===== src/rtl/div_pkg.sv =====
// Shared widths, iteration count and FSM state type for the 23-by-12 divider.
package div_pkg;
    localparam int DIVIDEND_W = 23;
    localparam int DIVISOR_W  = 12;
    localparam int ITER_N     = 23;
    localparam int CNT_W      = 5;

    typedef enum logic [1:0] {
        IDLE = 2'd0,
        BUSY = 2'd1,
        DONE = 2'd2
    } state_t;
endpackage


===== src/rtl/div_step.sv =====
// One restoring-division step: shift in a dividend bit, conditionally subtract.
module div_step
    import div_pkg::*;
(
    input  logic [DIVISOR_W:0]   i_rem,
    input  logic                 i_dbit,
    input  logic [DIVISOR_W-1:0] i_divisor,
    output logic [DIVISOR_W:0]   o_rem,
    output logic                 o_qbit
);
    logic [DIVISOR_W:0] w_rem13;
    logic [DIVISOR_W:0] w_dvs13;

    assign w_rem13 = {i_rem[DIVISOR_W-1:0], i_dbit};
    assign w_dvs13 = {1'b0, i_divisor};
    assign o_qbit  = (w_rem13 >= w_dvs13);
    assign o_rem   = o_qbit ? (w_rem13 - w_dvs13) : w_rem13;
endmodule


===== src/rtl/div_23_by_12.sv =====
// Iterative 23-by-12 unsigned restoring divider with valid/ready handshakes.
// Optional DIV_FAST_BYPASS_EN: zero divisor or dividend < divisor finishes in one BUSY cycle.
module div_23_by_12
    import div_pkg::*;
(
    input  logic                  clk,
    input  logic                  rst,
    input  logic                  in_valid,
    output logic                  in_ready,
    input  logic [DIVIDEND_W-1:0] dividend,
    input  logic [DIVISOR_W-1:0]  divisor,
    output logic                  out_valid,
    input  logic                  out_ready,
    output logic [DIVIDEND_W-1:0] quotient,
    output logic [DIVISOR_W-1:0]  remainder,
    output logic                  div_by_zero
);
    localparam logic [CNT_W-1:0]      LAST_CNT = CNT_W'(ITER_N - 1);
    localparam logic [DIVIDEND_W-1:0] QUO_DBZ  = '1;

    state_t                r_state;
    state_t                w_state_nxt;
    logic [DIVIDEND_W-1:0] r_dvd;
    logic [DIVISOR_W-1:0]  r_dvs;
    logic [CNT_W-1:0]      r_cnt;
    logic [DIVISOR_W:0]    r_rem;
    logic [DIVIDEND_W-1:0] r_quo;
    logic                  r_dbz;

    logic [CNT_W-1:0]      w_idx;
    logic                  w_dbit;
    logic [DIVISOR_W:0]    w_rem_nxt;
    logic                  w_qbit;
    logic                  w_last;
    logic                  w_dvs_zero;
    logic                  w_bypass;
    logic                  w_finish;

    // Dividend is kept intact (needed for the zero-divisor remainder), so bits are picked by counter.
    assign w_idx      = LAST_CNT - r_cnt;
    assign w_dbit     = r_dvd[w_idx];
    assign w_last     = (r_cnt == LAST_CNT);
    assign w_dvs_zero = (r_dvs == '0);

`ifdef DIV_FAST_BYPASS_EN
    assign w_bypass = w_dvs_zero || (r_dvd < {{(DIVIDEND_W-DIVISOR_W){1'b0}}, r_dvs});
`else
    assign w_bypass = 1'b0;
`endif

    assign w_finish = w_last || w_bypass;

    div_step u_step (
        .i_rem     (r_rem),
        .i_dbit    (w_dbit),
        .i_divisor (r_dvs),
        .o_rem     (w_rem_nxt),
        .o_qbit    (w_qbit)
    );

    always_ff @(posedge clk) begin
        if (rst) r_state <= IDLE;
        else     r_state <= w_state_nxt;
    end

    always_comb begin
        w_state_nxt = r_state;
        in_ready    = 1'b0;
        out_valid   = 1'b0;
        case (r_state)
            IDLE: begin
                in_ready = 1'b1;
                if (in_valid) w_state_nxt = BUSY;
            end
            BUSY: if (w_finish) w_state_nxt = DONE;
            DONE: begin
                out_valid = 1'b1;
                if (out_ready) w_state_nxt = IDLE;
            end
            default: w_state_nxt = IDLE;
        endcase
    end

    always_ff @(posedge clk) begin
        if (rst) begin
            r_dvd <= '0;
            r_dvs <= '0;
            r_cnt <= '0;
            r_rem <= '0;
            r_quo <= '0;
            r_dbz <= 1'b0;
        end else begin
            case (r_state)
                IDLE: if (in_valid) begin
                    r_dvd <= dividend;
                    r_dvs <= divisor;
                    r_cnt <= '0;
                    r_rem <= '0;
                    r_quo <= '0;
                    r_dbz <= 1'b0;
                end
                BUSY: begin
                    if (w_finish && w_dvs_zero) begin
                        r_quo <= QUO_DBZ;
                        r_rem <= {1'b0, r_dvd[DIVISOR_W-1:0]};
                        r_dbz <= 1'b1;
                    end else if (w_bypass) begin
                        r_quo <= '0;
                        r_rem <= {1'b0, r_dvd[DIVISOR_W-1:0]};
                    end else begin
                        r_rem <= w_rem_nxt;
                        r_quo <= {r_quo[DIVIDEND_W-2:0], w_qbit};
                        r_cnt <= r_cnt + 1'b1;
                    end
                end
                default: ;
            endcase
        end
    end

    assign quotient    = r_quo;
    assign remainder   = r_rem[DIVISOR_W-1:0];
    assign div_by_zero = r_dbz;
endmodule


===== config.mk =====
export PLATFORM = sky130hd
export DESIGN_NAME = div_23_by_12
export DESIGN_NICKNAME = d
export VERILOG_FILES = /design/src/rtl/div_pkg.sv /design/src/rtl/div_step.sv /design/src/rtl/div_23_by_12.sv
export SDC_FILE = /design/constraint.sdc
export NUM_CORES = 1
export LEC_CHECK = 0
export CAP_MARGIN = 10
export CORE_UTILIZATION = 50
export CTS_BUF_LIST = sky130_fd_sc_hd__clkbuf_8
export DETAILED_ROUTE_END_ITERATION = 12
export PLACE_DENSITY = 0.77
export SYNTH_ARGS = -nofsm -noshare
export SYNTH_HDL_FRONTEND = slang
export SYNTH_SLANG_ARGS = --single-unit

===== constraint.sdc =====
create_clock -name clk -period 6.1 [get_ports clk]
set_clock_uncertainty 0.05 [all_clocks]
set_input_delay 1.22 -clock clk [delete_from_list [all_inputs] [get_ports clk]]
set_output_delay 1.22 -clock clk [all_outputs]
set_load 0.05 [all_outputs]

==> flow_summary.yaml <==
routing:
  drc: 0
  initialDrtViolationCount: 234
  ant_nets: 0
  first_pass_iters: 5
  vias: 3734
  avgRoutedWirePerCell_um: 15.4
  vias_per_cell: 5.68
  drt_wl_total_um: 10100
clock_tree:
  cts_resized: 0
  cts_sinks: 78
  hold_buffers: 0
  cts_buffers: 9
  cts_buffer_depth: 2
  cts.htree.levels: 3
  cts_setup_buffers: 0
  cts_root_buffer: "clkbuf_8"
  clock_latency_ns: 0.36
  cts_tree: "done"
  cts.clk_slew.worst_paths_ns: 0.08
layout:
  drive_gt1_frac: 0.0595
  layout.nets: 606
  fin_util: 0.645
  num_antenna_cells: 0
  instances_no_fill: 657
  syn_to_final_growth_pct: 25.4
  fill_cells: 670
  postLayoutCellArea_um2: 4990
worst_setup_path:
  cp_slowest_stage_delay_ns: 0.62
  crit_chain: "inv_1 > ha_1 > mux4_2 > nor2b_1 > a211o_1 > a31oi_4 > ha_1 > inv_1 > fa_1 > a211oi_1 > o21ai_0 > a211o_1 > a21o_1 > nand3_1 > a22oi_1"
  required_ns: 6.27
  reg2regPathDepth: 15
  worstPathMaxFanout: 12
  cp_slowest_cell: "dfxtp_1"
  start_kind: "flip-flop"
  reg2reg_slack_ns: 1.81
  timing.rr.start: "r_cnt[0]"
  cp-end-kind: "flip-flop"
  crit_type: "flip-flop to flip-flop"
  worst_r2r_endpoint: "r_rem[8]"
  cp.arrival_ns: 4.46
placement:
  dp.cells: 640
  port_buffers: 76
  gp_congestion: 0.947
  dpl_cell_area_um2: 4710
  place_hpwl_um: 6900
die:
  die_y_um: 91.2
  dieArea_um2: 8320
  initial_utilization: 0.515
  core_area_um2: 7730
  die_w_um: 91.2
  io_pins: 77
  core.rowCount: 32
hold_path:
  min_path_cells: 2
  min_to: "r_dvd[14]"
  hold_path_class: "flip-flop to flip-flop"
  hold_start: "r_dvd[14]"
global_routing:
  grt_usage: 0.256
  grt_max_degree: 73
  grt_pass1_vias: 3636
  antenna_found_initial: 0
  busiest_layer: "met2"
  gr-total-overflow: 0
  grt.met2_usage: 0.416
  grt_pass1_wl_um: 17100
  grtUsageMet1: 0.326
  grt_use_met3: 0.0503
timing:
  final-max-slew-violation-count: 0
  min_period_ns: 4.29
  max_slew_margin: 0.238
  grt_setup_unrepaired: "no"
  max_freq_ghz: 0.233
  fin_crit_sh: 0.703
  tightest_slew_ns: 1.14
  tns_ns: 0
  finalSetupViolCount: 0
  hold_viol: 0
power_and_ir_drop:
  peakVddDrop_mv: 0.199
  p_per_area_nw_per_um2: 437
  leakage_nw: 1.85
  total_power_mw: 2.18
synth:
  syn_avg_cell_area_um2: 8.10
  syn_nets: 546
  synth_edf_count: 0
  yosysSeqAreaShare: 0.393
  syn-instance-count: 491
  synth_cell_types: 59
  synth_warnings: 0
  synth_area_um2: 3980
  ys_seq_elements: 78
  synthFlopType: "dfxtp_1"
  async_flop_share: 0
outcome:
  status: "completed"
flow_run:
  maxCapViolCount: 0
## synthesized netlist by cell type, drive strengths merged, types with 2 or more instances
cell	instances	area share
mux4	5	0.032
nor3	13	0.016
o31ai	7	0.013
a32oi	3	0.0066
a22oi	5	0.0094
a31oi	4	0.010
nor2	18	0.017
o21ai	35	0.044
a221oi	2	0.0060
o211ai	3	0.0057
clkbuf	23	0.027
ha	15	0.047
nand3	10	0.013
inv	15	0.014
buf	9	0.018
a211o	2	0.0044
nor4	5	0.0079
dfxtp	78	0.39
nand2b	2	0.0031
xnor2	3	0.0066
a21oi	72	0.092
a41oi	2	0.0044
nand2	113	0.11
a21o	4	0.0075
nand4	2	0.0031
or2	2	0.0031
nor2b	6	0.0094
mux2i	4	0.010
a211oi	3	0.0069
xor2	9	0.020
## worst max-delay path: cells and delay by family, from the launching register on
family | cells | cell delay, ns
compound gates | 7 | 1.68
fa+ha+maj | 3 | 1.08
flops | 1 | 0.62
mux | 1 | 0.33
simple gates | 2 | 0.22
buf+inv | 2 | 0.17
## placed cells by master (no fill, tap or decap), types with 2 or more instances in the layout
cell type / count
buf_4: 3
dfxtp_1: 78
xnor2_1: 3
nand4_1: 2
a31oi_1: 3
o211ai_1: 3
o21ai_1: 8
clkdlybuf4s50_1: 75
o31ai_1: 7
mux2i_1: 4
nand2b_1: 2
a32oi_1: 3
nor3_1: 13
clkbuf_8: 11
nor4_1: 5
a211o_1: 2
buf_16: 2
clkinv_2: 2
inv_1: 15
a21o_1: 4
o21ai_0: 27
a22oi_1: 5
a41oi_1: 2
nor2_1: 18
nand3_1: 10
mux4_1: 4
bufinv_16: 2
nand2_1: 112
nor2b_1: 6
ha_1: 15
a21oi_1: 71
a211oi_1: 2
xor2_1: 9
## how the worst max path moves through the flow
stage / slack (ns) / cells after the start / end / start
after floorplan: 2.35 / 17 / r_rem[8] / r_cnt[0]
after global placement: 1.97 / 15 / r_rem[8] / r_cnt[0]
after detailed placement: 1.79 / 15 / r_rem[8] / r_cnt[0]
after CTS: 1.80 / 15 / r_rem[8] / r_cnt[0]
after global routing: 1.52 / 15 / r_rem[10] / r_cnt[0]
final: 1.81 / 15 / r_rem[8] / r_cnt[0]
## report_power, final
part	switching (mW)	internal (mW)	leakage (nW)	total, mW
Clock	0.188	0.249	0.115	0.438
Sequential	0.0658	0.561	0.635	0.627
Combinational	0.678	0.436	1.10	1.11
## cell families (layout without fill, tap and decap cells)
kind of cell | Yosys count | after routing | synth area share
compound gates | 152 | 152 | 0.235
xor+xnor | 12 | 12 | 0.0264
fa+ha+maj | 16 | 16 | 0.0522
buf+inv | 47 | 111 | 0.0585
flops | 78 | 78 | 0.393
mux | 9 | 9 | 0.0422
simple gates | 177 | 177 | 0.193
## registers in the layout (all words and copies together) (netlist names)
register and cells:
quotient 23, r_cnt 5, r_state 2, r_dvd 23
r_rem 12, div_by_zero 1, r_dvs 12
## layout make-up
class | count | area, µm² | share of cell area
inverter | 15 | 56.3 | 0.0113
clock buffer | 11 | 151 | 0.0304
sequential | 78 | 1560 | 0.313
tap | 102 | 128 | 0.0256
timing repair buffer | 81 | 833 | 0.167
clock inverter | 4 | 70.1 | 0.0140
multi-input combinational | 366 | 2190 | 0.439
## per-stage QoR
stage | hold slack (ns) | setup WS [ns]
detailed placement | 0.395 | 1.79
floorplan | 0.379 | 2.35
CTS | 0.406 | 1.80
finish | 0.406 | 1.81
global route | 0.425 | 1.52
global placement | 0.390 | 1.97
## layer usage
layer / vias to the layer above / share of wire
met4: 0 / 0.025
met1: 1736 / 0.44
met5: - / 0
met2: 129 / 0.48
met3: 18 / 0.061
li1: 1851 / -
Note: power is estimated with default switching activity, not from simulation.
